## src/rtl/imm_extend_pipe.sv

```systemverilog
// imm_extend_pipe: two-stage valid/ready immediate generator (sign/zero-extend, branch shift, upper placement)
// Ports: clk, rst_n (async active-low); flush (sync clear of both stages);
//        in_valid/in_ready/instr/sel/mode accept an operand into stage 1;
//        out_valid/out_ready/out_data/out_illegal/out_trunc present the stage-2 result.
module imm_extend_pipe #(
  parameter int DATA_W = 32,
  parameter int W_A    = 26,
  parameter int W_B    = 14,
  parameter int W_C    = 17,
  parameter int SHIFT  = 2
) (
  input  logic              clk,
  input  logic              rst_n,
  input  logic              flush,
  input  logic              in_valid,
  output logic              in_ready,
  input  logic [DATA_W-1:0] instr,
  input  logic [1:0]        sel,
  input  logic [1:0]        mode,
  output logic              out_valid,
  input  logic              out_ready,
  output logic [DATA_W-1:0] out_data,
  output logic              out_illegal,
  output logic              out_trunc
);
  localparam int SW = $clog2(DATA_W + 1);
  localparam int EA = W_A < DATA_W ? W_A : DATA_W;
  localparam int EB = W_B < DATA_W ? W_B : DATA_W;
  localparam int EC = W_C < DATA_W ? W_C : DATA_W;
  // Width tags are stored as the distance from the field MSB to the word MSB.
  localparam logic [SW-1:0] SH_A = SW'(DATA_W - EA);
  localparam logic [SW-1:0] SH_B = SW'(DATA_W - EB);
  localparam logic [SW-1:0] SH_C = SW'(DATA_W - EC);
  logic              r1_valid, r1_ill, r2_valid, r2_ill, r2_trunc;
  logic [1:0]        r1_mode;
  logic [SW-1:0]     r1_sh;
  logic [DATA_W-1:0] r1_field, r2_data;
  logic              w_s1_adv, w_s2_adv, w_trunc;
  logic [SW-1:0]     w_sh;
  logic [DATA_W-1:0] w_field, w_up, w_sx, w_sb, w_res;
  always_comb begin
    w_s2_adv = !r2_valid || out_ready;
    w_s1_adv = !r1_valid || w_s2_adv;
    w_sh     = sel == 2'b00 ? SH_A : sel == 2'b01 ? SH_B : SH_C;
    w_field  = sel == 2'b11 ? '0 : instr & ({DATA_W{1'b1}} >> w_sh);
    // Left-aligning the field gives upper placement; an arithmetic shift back sign-extends it.
    w_up     = r1_field << r1_sh;
    w_sx     = $signed(w_up) >>> r1_sh;
    w_sb     = w_sx << SHIFT;
    // Bits were lost iff shifting back does not recover the sign-extended value.
    w_trunc  = !r1_ill && r1_mode == 2'b10 && (($signed(w_sb) >>> SHIFT) != $signed(w_sx));
    w_res    = r1_ill ? '0 :
               r1_mode == 2'b00 ? w_sx :
               r1_mode == 2'b01 ? r1_field :
               r1_mode == 2'b10 ? w_sb : w_up;
  end
  always_ff @(posedge clk or negedge rst_n) begin
    if (!rst_n) begin
      r1_valid <= 1'b0;
      r1_ill   <= 1'b0;
      r1_mode  <= '0;
      r1_sh    <= '0;
      r1_field <= '0;
      r2_valid <= 1'b0;
      r2_data  <= '0;
      r2_ill   <= 1'b0;
      r2_trunc <= 1'b0;
    end else if (flush) begin
      r1_valid <= 1'b0;
      r2_valid <= 1'b0;
    end else begin
      if (w_s1_adv) r1_valid <= in_valid;
      if (in_valid && w_s1_adv) begin
        r1_field <= w_field;
        r1_sh    <= w_sh;
        r1_mode  <= mode;
        r1_ill   <= sel == 2'b11;
      end
      if (w_s2_adv) r2_valid <= r1_valid;
      if (r1_valid && w_s2_adv) begin
        r2_data  <= w_res;
        r2_ill   <= r1_ill;
        r2_trunc <= w_trunc;
      end
    end
  end
  assign in_ready    = w_s1_adv;
  assign out_valid   = r2_valid;
  assign out_data    = r2_data;
  assign out_illegal = r2_ill;
  assign out_trunc   = r2_trunc;
endmodule

```

## config.mk

```make
export PLATFORM = sky130hd
export DESIGN_NAME = imm_extend_pipe
export DESIGN_NICKNAME = d
export VERILOG_FILES = /design/src/rtl/imm_extend_pipe.sv
export SDC_FILE = /design/constraint.sdc
export NUM_CORES = 1
export LEC_CHECK = 0
export BUFFER_PORTS_ARGS = -buffer_cell sky130_fd_sc_hd__buf_2
export CAP_MARGIN = 20
export CORE_MARGIN = 1.5
export CORE_UTILIZATION = 40
export CTS_CLUSTER_DIAMETER = 40
export DETAILED_ROUTE_END_ITERATION = 7
export GPL_ROUTABILITY_DRIVEN = 0
export GPL_TIMING_DRIVEN = 1
export RECOVER_POWER = 100
export SLEW_MARGIN = 20
export SYNTH_ARGS = -nofsm -noshare
export SYNTH_HDL_FRONTEND = slang
export SYNTH_SLANG_ARGS = --single-unit
```

## constraint.sdc

```tcl
create_clock -name clk -period 3.3 [get_ports clk]
set_input_delay 0.495 -clock clk [delete_from_list [all_inputs] [get_ports clk]]
set_output_delay 0.495 -clock clk [all_outputs]
set_load 0.02 [all_outputs]
```

# == Yosys cells after proc, flatten, opt, wreduce, memory -nomap -nowiden ==
# Index checks and enable logic that the tools add are counted.
# W data, S select, Z words.
# classes
eq_ne,5
muxes,11
shifts,3
reduce_logical,15
bitwise_logic,2
# op_table
op,count
$mux W32,5
$and A32 B32 Y32,1
$shl A32 B6 Y32,1
$shr A32 B5 Y32 const A,1
$sshr A32 B6 Y32,1
$mux W5,2
$eq A2 B1 Y1 const B,2
$eq A2 B2 Y1 const B,2
$logic_and A1 B1 Y1,4
$logic_not A2 Y1,2
$mux W1,4
$reduce_and A2 Y1,2
$reduce_bool A2 Y1,2
$logic_not A1 Y1,3
$logic_or A1 B1 Y1,2
$ne A1 B2 Y1,1
$not A1 Y1,1
# word_totals
regBits,77
input_bits,41
out_inout_bits,36

# == Logic depth before layout (Yosys ltp) ==
# Gate-level depths: netlist of run 1.
# depth
depth_word,6
depth_mapped,14

# == Least setup slack after synthesis of run 1 ==
# No wires, ideal clock.
# synth_timing
path_kind,register to register
startpoint,register r1_sh[3]
endpoint,register r2_data[2] (netlist: out_data[2])
path_stages_with_launch,11
required_time_ns,3.178
arrival_time_ns,2.797
setup_slack_ns,0.382
synth_period_minus_slack_ns,2.918
path_cell_list,dfrtp_1 > buf_6 > buf_12 > mux2_1 > mux4_2 > a22o_4 > or4_4 > nand3b_1 > and2_1 > o21ai_1 > a32o_1
# synth_between
elab_chain_cells,6
# synth_lines
element,line_no,source
start: declaration,36,logic [SW-1:0] r1_sh;
start signal: assignment,75,r1_sh <= w_sh;
$shl A32 B6 Y32,47,w_up = r1_field << r1_sh;
$sshr A32 B6 Y32,48,w_sx = $signed(w_up) >>> r1_sh;
$mux W32,55,r1_mode == 2'b10 ? w_sb : w_up;
$mux W32,54,r1_mode == 2'b01 ? r1_field :
$mux W32 *,53,r1_mode == 2'b00 ? w_sx :
$mux W32 *,52,w_res = r1_ill ? '0 :
end signal: assignment,81,r2_data <= w_res;
end: declaration,37,"logic [DATA_W-1:0] r1_field, r2_data;"
# Every way passes the cells marked *; elsewhere a longest branch is shown, timed or not.
# A chain may end at the register's enable or synchronous reset.

# == Worst setup path in the final report of run 1 ==
# layout_timing
startpoint,register r1_sh[3]
endpoint,register r2_data[18] (netlist: out_data[18])
# The elaborated chain is that of the path after synthesis.

==> flow_results.xml, run 1 <==
<?xml version="1.0" encoding="UTF-8"?>
<metrics>
  <group name="status">
    <metric name="status" unit="">complete, but fails checks</metric>
    <metric name="failing_checks" unit="">design-rule violations, max-capacitance violations, max-slew violations</metric>
  </group>
  <group name="sta">
    <metric name="finalSetupViolCount" unit="">0</metric>
    <metric name="slew_margin_rel" unit="%">-6.96</metric>
    <metric name="fmax" unit="MHz">307</metric>
    <metric name="setup_repair_after_global_routing_missed_its_margin" unit="">true</metric>
    <metric name="layout_min_cycle_time" unit="ns">3.26</metric>
    <metric name="clock_skew" unit="ns">0.00711</metric>
    <metric name="period_share" unit="%">98.9</metric>
    <metric name="timing_worst_slew_pin_value" unit="ns">1.60</metric>
    <metric name="timing_max_transition_violations_final" unit="">65</metric>
    <metric name="finalHoldViolCount" unit="">0</metric>
    <metric name="setup_slack" unit="ns">0.0374</metric>
  </group>
  <group name="critical_path">
    <metric name="register_to_register_setup_slack" unit="ns">0.04</metric>
    <metric name="worstPathRequired" unit="ns">3.53</metric>
    <metric name="type_of_element_capturing_the_critical_path" unit="">flip-flop</metric>
    <metric name="crit_fanout" unit="">7</metric>
    <metric name="worstSetupStartpointType" unit="">flip-flop</metric>
    <metric name="category_of_the_critical_setup_timing_path" unit="">flip-flop to flip-flop</metric>
    <metric name="arrival" unit="ns">3.49</metric>
  </group>
  <group name="yosys">
    <metric name="synth.ff_latch_count" unit="">73</metric>
    <metric name="synth_common_cells" unit="">103 x sky130_fd_sc_hd__nand2_1, 73 x sky130_fd_sc_hd__dfrtp_1, 63 x sky130_fd_sc_hd__a21oi_1, 63 x sky130_fd_sc_hd__o21ai_0, 53 x sky130_fd_sc_hd__clkbuf_1</metric>
    <metric name="mappedNetlistArea" unit="mm^2">0.00699</metric>
    <metric name="synthArstFlopShare" unit="%">100</metric>
    <metric name="synthesis.yosys.warnings" unit="">0</metric>
    <metric name="yosys.area.top_type_share" unit="%">26.2</metric>
    <metric name="synth_top_cell_by_area" unit="">sky130_fd_sc_hd__dfrtp_1</metric>
    <metric name="synth_flop_cell" unit="">sky130_fd_sc_hd__dfrtp_1</metric>
    <metric name="synth.area.top_cells" unit="">sky130_fd_sc_hd__dfrtp_1 26%, sky130_fd_sc_hd__mux4_2 10%, sky130_fd_sc_hd__nand2_1 5.5%, sky130_fd_sc_hd__a21oi_1 4.5%, sky130_fd_sc_hd__o21ai_0 4.5%</metric>
    <metric name="yosysMostFrequentCell" unit="">sky130_fd_sc_hd__nand2_1</metric>
    <metric name="post_synth_num_cell_types" unit="">75</metric>
    <metric name="seq_area_frac_synth" unit="%">26.2</metric>
    <metric name="synth_edf_count" unit="">0</metric>
    <metric name="syn_inst" unit="">835</metric>
    <metric name="syn_nets" unit="">876</metric>
    <metric name="synth.avg_cell_area" unit="um^2">8.37</metric>
  </group>
  <group name="grt">
    <metric name="grtUsageTotal" unit="%">32.5</metric>
    <metric name="grt_pass1_vias" unit="">7583</metric>
    <metric name="global_route_wire_length_before_repair" unit="um">44700</metric>
    <metric name="initial_antenna_violation_count" unit="">1</metric>
    <metric name="grt_max_degree" unit="">65</metric>
    <metric name="globalRoute.totalOverflow" unit="">0</metric>
  </group>
  <group name="finish">
    <metric name="count_of_inserted_antenna_diode_cells" unit="">0</metric>
    <metric name="final_net_count" unit="">1016</metric>
    <metric name="area_growth" unit="%">25.3</metric>
    <metric name="final_design_area_no_fill" unit="mm^2">0.00875</metric>
    <metric name="layout-drive-gt1-share" unit="%">28.1</metric>
    <metric name="final_util" unit="%">51.0</metric>
  </group>
  <group name="min_path">
    <metric name="hold_class" unit="">input pin to flip-flop</metric>
  </group>
  <group name="power">
    <metric name="pwr_total" unit="mW">4.74</metric>
    <metric name="power-per-cell-area" unit="mW/mm^2">541</metric>
    <metric name="ir_worst_vdd" unit="mV">0.305</metric>
    <metric name="total_leakage_power" unit="nW">3.62</metric>
  </group>
  <group name="drt">
    <metric name="detail_route.first_pass.iterations" unit="">8</metric>
    <metric name="wl_final" unit="um">29700</metric>
    <metric name="detailedRoute.firstIterationViolations" unit="">1271</metric>
    <metric name="drc" unit="">17</metric>
    <metric name="routed_wire_length_per_instance" unit="um">24.6</metric>
    <metric name="route.detailed.vias_per_inst" unit="">6.84</metric>
    <metric name="wirelength_met1" unit="um">12100</metric>
    <metric name="met2WireLength" unit="um">12100</metric>
    <metric name="routed.top_layer" unit="">met4</metric>
    <metric name="overall_via_count_from_detail_route" unit="">8247</metric>
    <metric name="amount_of_wire_on_met3_after_detailed_routing" unit="um">3760</metric>
    <metric name="detail-route-antenna-nets" unit="">0</metric>
  </group>
  <group name="clock_tree">
    <metric name="htree_levels" unit="">3</metric>
    <metric name="max-clock-path-buffers" unit="">2</metric>
    <metric name="clkTransAtPathRegs" unit="ns">0.06</metric>
    <metric name="hold_buffers" unit="">0</metric>
    <metric name="cts_buffers" unit="">9</metric>
    <metric name="insertion_delay" unit="ns">0.36</metric>
    <metric name="clockRootBuffer" unit="">sky130_fd_sc_hd__clkbuf_16</metric>
    <metric name="cts.sink_count" unit="">73</metric>
    <metric name="cts_tree" unit="">done</metric>
  </group>
  <group name="floorplanning">
    <metric name="die_height" unit="um">135</metric>
    <metric name="ios" unit="">77</metric>
    <metric name="die_w" unit="um">135</metric>
    <metric name="coreArea" unit="mm^2">0.0172</metric>
    <metric name="row_count" unit="">48</metric>
    <metric name="floorplan.initialDensity" unit="%">40.7</metric>
    <metric name="dieArea" unit="mm^2">0.0183</metric>
  </group>
  <group name="placement">
    <metric name="numPortBuffers" unit="">70</metric>
    <metric name="dp_worst_setup_slack" unit="ns">-0.00603</metric>
    <metric name="hpwl_after_detailed_placement" unit="um">22000</metric>
    <metric name="place_area" unit="mm^2">0.00835</metric>
  </group>
  <group name="job">
    <metric name="cap_viol_max_count" unit="">1</metric>
  </group>
</metrics>
==> flip-flops by register name, summed over array words and instances (netlist names) <==
signal       flops
out_valid        1
r1_field        30
r1_valid         1
out_trunc        1
out_data        32
out_illegal      1
r1_sh            4
r1_ill           1
r1_mode          2
==> path summary, 6_finish.rpt <==
check / cells after the start / from / to
max in group asynchronous: 1 / rst_n / r1_sh[3]
min: 2 / flush / out_valid
max reg2reg: 9 / r1_sh[3] / out_data[18]
max: 9 / r1_sh[3] / out_data[18]
min in group asynchronous: 1 / rst_n / out_data[30]
min reg2reg: 2 / out_data[14] / out_data[14]
==> cell usage in the layout (no fill, tap or decap), drive strengths merged, types with 23 or more instances in the layout <==
master,netlist,layout
a21oi,63,63
buf,31,169
clkbuf,53,55
dfrtp,73,73
mux2i,23,23
mux4,31,31
nand2,103,103
nand3,26,26
nor2,49,49
o211ai,30,30
o21ai,68,68
==> layout make-up <==
type	instances	area, um^2
clock buffer	11	253
clock inverter	5	77.6
fill	1733	8420
inverter	11	41.3
multi-input combinational	667	4830
sequential	73	1830
tap	225	282
timing repair buffer	213	1440
==> power by group <==
group | switching [mW] | total [mW] | internal, mW
Combinational | 1.46 | 2.47 | 1.00
Clock | 0.395 | 1.10 | 0.700
Sequential | 0.135 | 1.17 | 1.04
Total | 1.99 | 4.74 | 2.74
==> routing by layer <==
| layer | vias to the layer above | global-route usage, % |
|---|---|---|
| met5 | - | 0 |
| met1 | 3873 | 44.8 |
| met2 | 685 | 45.9 |
| met4 | 0 | 18.0 |
| li1 | 3541 | - |
| met3 | 148 | 8.90 |
==> repair_timing <==
action | CTS | global route
pin swaps | 0 | 9
buffers inserted | 0 | 5
gates resized for setup | 1 | 26
setup endpoints to repair | 1 | 20
==> worst max-delay path, stage by stage (launching register included) <==
cell and delay (ns):
sky130_fd_sc_hd__dfrtp_4 0.52, sky130_fd_sc_hd__buf_12 0.15, sky130_fd_sc_hd__mux2_4 0.30, sky130_fd_sc_hd__mux4_2 0.54, sky130_fd_sc_hd__a22o_4 0.31, sky130_fd_sc_hd__or4_4 0.52, sky130_fd_sc_hd__a31oi_1 0.20, sky130_fd_sc_hd__a31oi_1 0.14
sky130_fd_sc_hd__a222oi_1 0.35, sky130_fd_sc_hd__nand2_1 0.10
==> cell families (layout without fill, tap and decap cells) <==
kind of cell           Yosys count  after routing  share of synthesized area (%)
AND/OR/NAND/NOR                250            250                           16.8
AO/OA/AOI/OAI                  342            342                           34.3
multiplexers                    75             75                           16.7
buffers and inverters           95            240                           6.07
flip-flops                      73             73                           26.2
==> stage by stage <==
| stage | hold WS, ns | setup TNS [ns] | std cells |
|---|---|---|---|
| 2_1_floorplan | 0.199 | 0 | 835 |
| 3_3_place_gp | 0.459 | 0 | 1184 |
| 3_5_place_dp | 0.473 | -0.00603 | 1184 |
| 4_1_cts | 0.273 | 0 | 1200 |
| 5_1_grt | 0.335 | -0.0602 | 1205 |
| 6_report | 0.319 | 0 | 1205 |
Power figures use the tool's default switching activity.
==> inputs of run 2 (changes only) <==
MAX_ROUTING_LAYER = met4   (was unset)
==> run 2 against run 1 <==
  * The flow finishes with violations (max-capacitance violations, max-slew violations)
  * Clock power about the same
  * Sequential power barely moved
  * First-iteration DRC count up 7.2%
  * Sequential share of layout area increased by 0.054 points
  * Highest routed layer unchanged
  * Non-clock buffer count decreased by 2
  * Core utilization down 0.13 points
  * Final cell count decreased by 0.17%
  * Total power down 0.46%
  * Hold slack improved by 0.0025 ns
==> flow_results.xml, run 2 (synthesis results as in run 1) <==
<?xml version="1.0" encoding="UTF-8"?>
<metrics>
  <group name="critical_path">
    <metric name="type_of_element_capturing_the_critical_path" unit="">flip-flop</metric>
    <metric name="cp-endpoint" unit="">out_data[23]</metric>
    <metric name="arrival" unit="ns">3.53</metric>
    <metric name="path_cells" unit="">buf_4, buf_12, buf_6, mux2i_1, a222oi_1, buf_4, a22oi_1, and2_1, mux4_2, buf_4, o2111ai_1, a32oi_1, a21oi_1</metric>
    <metric name="worstSetupStartpointType" unit="">flip-flop</metric>
    <metric name="worst_path_dominant_cell_family" unit="">compound AO/OA/AOI/OAI gates</metric>
    <metric name="rr_startpoint" unit="">r1_sh[3]</metric>
    <metric name="slowest_stage_delay_on_critical_path" unit="ns">0.53</metric>
    <metric name="timing.critical_path.slowest_stage_cell" unit="">sky130_fd_sc_hd__mux4_2</metric>
    <metric name="cp-startpoint" unit="">r1_sh[3]</metric>
    <metric name="register_to_register_setup_slack" unit="ns">0.04</metric>
    <metric name="worstPathRequired" unit="ns">3.57</metric>
    <metric name="rr_endpoint" unit="">out_data[23]</metric>
    <metric name="buffer_and_inverter_count_on_the_worst_path" unit="">5</metric>
    <metric name="rr_worst_depth" unit="">13</metric>
    <metric name="logic_depth_of_the_worst_setup_path_including_buffers" unit="">13</metric>
    <metric name="category_of_the_critical_setup_timing_path" unit="">flip-flop to flip-flop</metric>
    <metric name="crit_fanout" unit="">22</metric>
    <metric name="crit_path_frequent_cell" unit="">sky130_fd_sc_hd__buf_4</metric>
  </group>
  <group name="power">
    <metric name="cell_internal_pwr" unit="mW">2.73</metric>
    <metric name="clkPwrFrac" unit="%">23.2</metric>
    <metric name="total_leakage_power" unit="nW">3.60</metric>
    <metric name="power-per-cell-area" unit="mW/mm^2">540</metric>
    <metric name="power.switching_fraction" unit="%">42.1</metric>
    <metric name="power.sequential.fraction" unit="%">24.9</metric>
    <metric name="ir_worst_vdd" unit="mV">0.303</metric>
    <metric name="switchingPower" unit="mW">1.98</metric>
    <metric name="pwr_total" unit="mW">4.71</metric>
    <metric name="share_comb_of_total_power" unit="%">52.0</metric>
  </group>
  <group name="drt">
    <metric name="route.detailed.vias_per_inst" unit="">6.81</metric>
    <metric name="drc" unit="">0</metric>
    <metric name="detail_route.first_pass.iterations" unit="">6</metric>
    <metric name="wl_final" unit="um">29500</metric>
    <metric name="detail-route-antenna-nets" unit="">0</metric>
    <metric name="detailedRoute.firstIterationViolations" unit="">1362</metric>
    <metric name="overall_via_count_from_detail_route" unit="">8190</metric>
    <metric name="routed_wire_length_per_instance" unit="um">24.6</metric>
  </group>
  <group name="finish">
    <metric name="final_net_count" unit="">1014</metric>
    <metric name="area_growth" unit="%">25.0</metric>
    <metric name="count_of_inserted_antenna_diode_cells" unit="">0</metric>
    <metric name="sequential_cell_area" unit="mm^2">0.00183</metric>
    <metric name="most_frequent_standard_cell_in_the_layout_excluding_fill_and_tap_cells" unit="">sky130_fd_sc_hd__buf_4</metric>
    <metric name="largest_reg_flops" unit="">32</metric>
    <metric name="layout_common_cells" unit="">125 x sky130_fd_sc_hd__buf_4, 103 x sky130_fd_sc_hd__nand2_1, 71 x sky130_fd_sc_hd__dfrtp_1</metric>
    <metric name="nFillCells" unit="">1729</metric>
    <metric name="final_util" unit="%">50.8</metric>
    <metric name="layout-drive-gt1-share" unit="%">28.0</metric>
    <metric name="multi_input_logic_area" unit="mm^2">0.00482</metric>
  </group>
  <group name="floorplanning">
    <metric name="floorplan.initialDensity" unit="%">40.7</metric>
    <metric name="row_count" unit="">48</metric>
    <metric name="die_height" unit="um">135</metric>
    <metric name="dieArea" unit="mm^2">0.0183</metric>
    <metric name="ios" unit="">77</metric>
    <metric name="die_w" unit="um">135</metric>
    <metric name="coreArea" unit="mm^2">0.0172</metric>
  </group>
  <group name="clock_tree">
    <metric name="cts.sink_count" unit="">73</metric>
    <metric name="clkTransAtPathRegs" unit="ns">0.06</metric>
    <metric name="clockRootBuffer" unit="">sky130_fd_sc_hd__clkbuf_16</metric>
    <metric name="insertion_delay" unit="ns">0.35</metric>
    <metric name="cts_buffers" unit="">9</metric>
    <metric name="cts_tree" unit="">done</metric>
    <metric name="hold_buffers" unit="">0</metric>
    <metric name="htree_levels" unit="">3</metric>
    <metric name="max-clock-path-buffers" unit="">2</metric>
  </group>
  <group name="grt">
    <metric name="initial_antenna_violation_count" unit="">1</metric>
    <metric name="globalRoute.totalOverflow" unit="">0</metric>
    <metric name="grtUsageTotal" unit="%">33.6</metric>
    <metric name="grt_max_degree" unit="">65</metric>
    <metric name="global_route_wire_length_before_repair" unit="um">44900</metric>
    <metric name="grt_pass1_vias" unit="">7593</metric>
  </group>
  <group name="sta">
    <metric name="fmax" unit="MHz">307</metric>
    <metric name="layout_min_cycle_time" unit="ns">3.26</metric>
    <metric name="setup_slack" unit="ns">0.0448</metric>
    <metric name="finalSetupViolCount" unit="">0</metric>
    <metric name="setup_repair_after_global_routing_missed_its_margin" unit="">true</metric>
    <metric name="timing_worst_slew_pin_value" unit="ns">1.60</metric>
    <metric name="timing_max_transition_violations_final" unit="">65</metric>
    <metric name="period_share" unit="%">98.6</metric>
    <metric name="finalHoldViolCount" unit="">0</metric>
    <metric name="clock_skew" unit="ns">0.00615</metric>
    <metric name="slew_margin_rel" unit="%">-6.77</metric>
  </group>
  <group name="min_path">
    <metric name="hold_class" unit="">input pin to flip-flop</metric>
  </group>
  <group name="placement">
    <metric name="dp_worst_setup_slack" unit="ns">-0.00603</metric>
    <metric name="hpwl_after_detailed_placement" unit="um">22000</metric>
    <metric name="numPortBuffers" unit="">70</metric>
  </group>
  <group name="status">
    <metric name="failing_checks" unit="">max-capacitance violations, max-slew violations</metric>
    <metric name="status" unit="">complete, but fails checks</metric>
  </group>
  <group name="job">
    <metric name="cap_viol_max_count" unit="">1</metric>
  </group>
</metrics>
-- run 2: cell count changes in the layout (fill, tap and decap cells not counted), sizes merged --
cell	change
buf	-2
-- run 2: metrics by stage --
step / hold slack (ns) / instance area, um^2 / setup TNS (ns) / cells
3_5_place_dp: 0.473 / 8350 / -0.00603 / 1184
5_1_grt: 0.335 / 8730 / -0.0281 / 1203
4_1_cts: 0.273 / 8680 / 0 / 1200
6_report: 0.322 / 8730 / 0 / 1203
3_3_place_gp: 0.459 / 8350 / 0 / 1184
2_1_floorplan: 0.199 / 6990 / 0 / 835
-- run 2: layout make-up --
| type | count | share of cell area (%) |
|---|---|---|
| well taps | 225 | 3.22 |
| clock inverters | 5 | 0.889 |
| repair buffers | 211 | 16.3 |
| inverters | 11 | 0.473 |
| flip-flops and latches | 73 | 21.0 |
| multi-input cells | 667 | 55.2 |
| clock buffers | 11 | 2.89 |
-- run 2: power by group through the flow --
| stage | Sequential [mW] | Clock (mW) | Combinational (mW) |
|---|---|---|---|
| 2_1_floorplan | 1.25 | 0 | 1.28 |
| 3_3_place_gp | 1.18 | 0 | 2.32 |
| 3_5_place_dp | 1.18 | 0 | 2.32 |
| 4_1_cts | 1.17 | 1.11 | 2.33 |
| 5_1_grt | 1.19 | 1.14 | 2.56 |
| 6_report | 1.17 | 1.09 | 2.45 |
-- run 2: how the worst min path moves through the flow --
stage	slack [ns]	from	end	depth (start not counted)
floorplan	0.20	rst_n	out_data[0]	0
global placement	0.46	out_illegal	out_illegal	2
detailed placement	0.47	out_data[4]	out_data[4]	2
CTS	0.27	rst_n	out_data[30]	1
global route	0.33	flush	out_valid	2
finish	0.32	flush	out_valid	2
-- run 2: what timing repair did --
| action | CTS | global route |
|---|---|---|
| endpoints found under the setup margin | 1 | 20 |
| resized for setup | 1 | 27 |
| pin swaps | 0 | 4 |
| cloned | 0 | 0 |
| setup buffers | 0 | 3 |
-- run 2: per-layer routing --
metal	track usage (%)	wire length, um	vias to the layer above	part of all wire, %
li1	-	-	3549	-
met1	45.1	11900	3823	40
met2	46.5	12100	670	41
met3	8.90	3890	148	13
met4	16.7	1650	0	5.6
met5	-	0	-	0
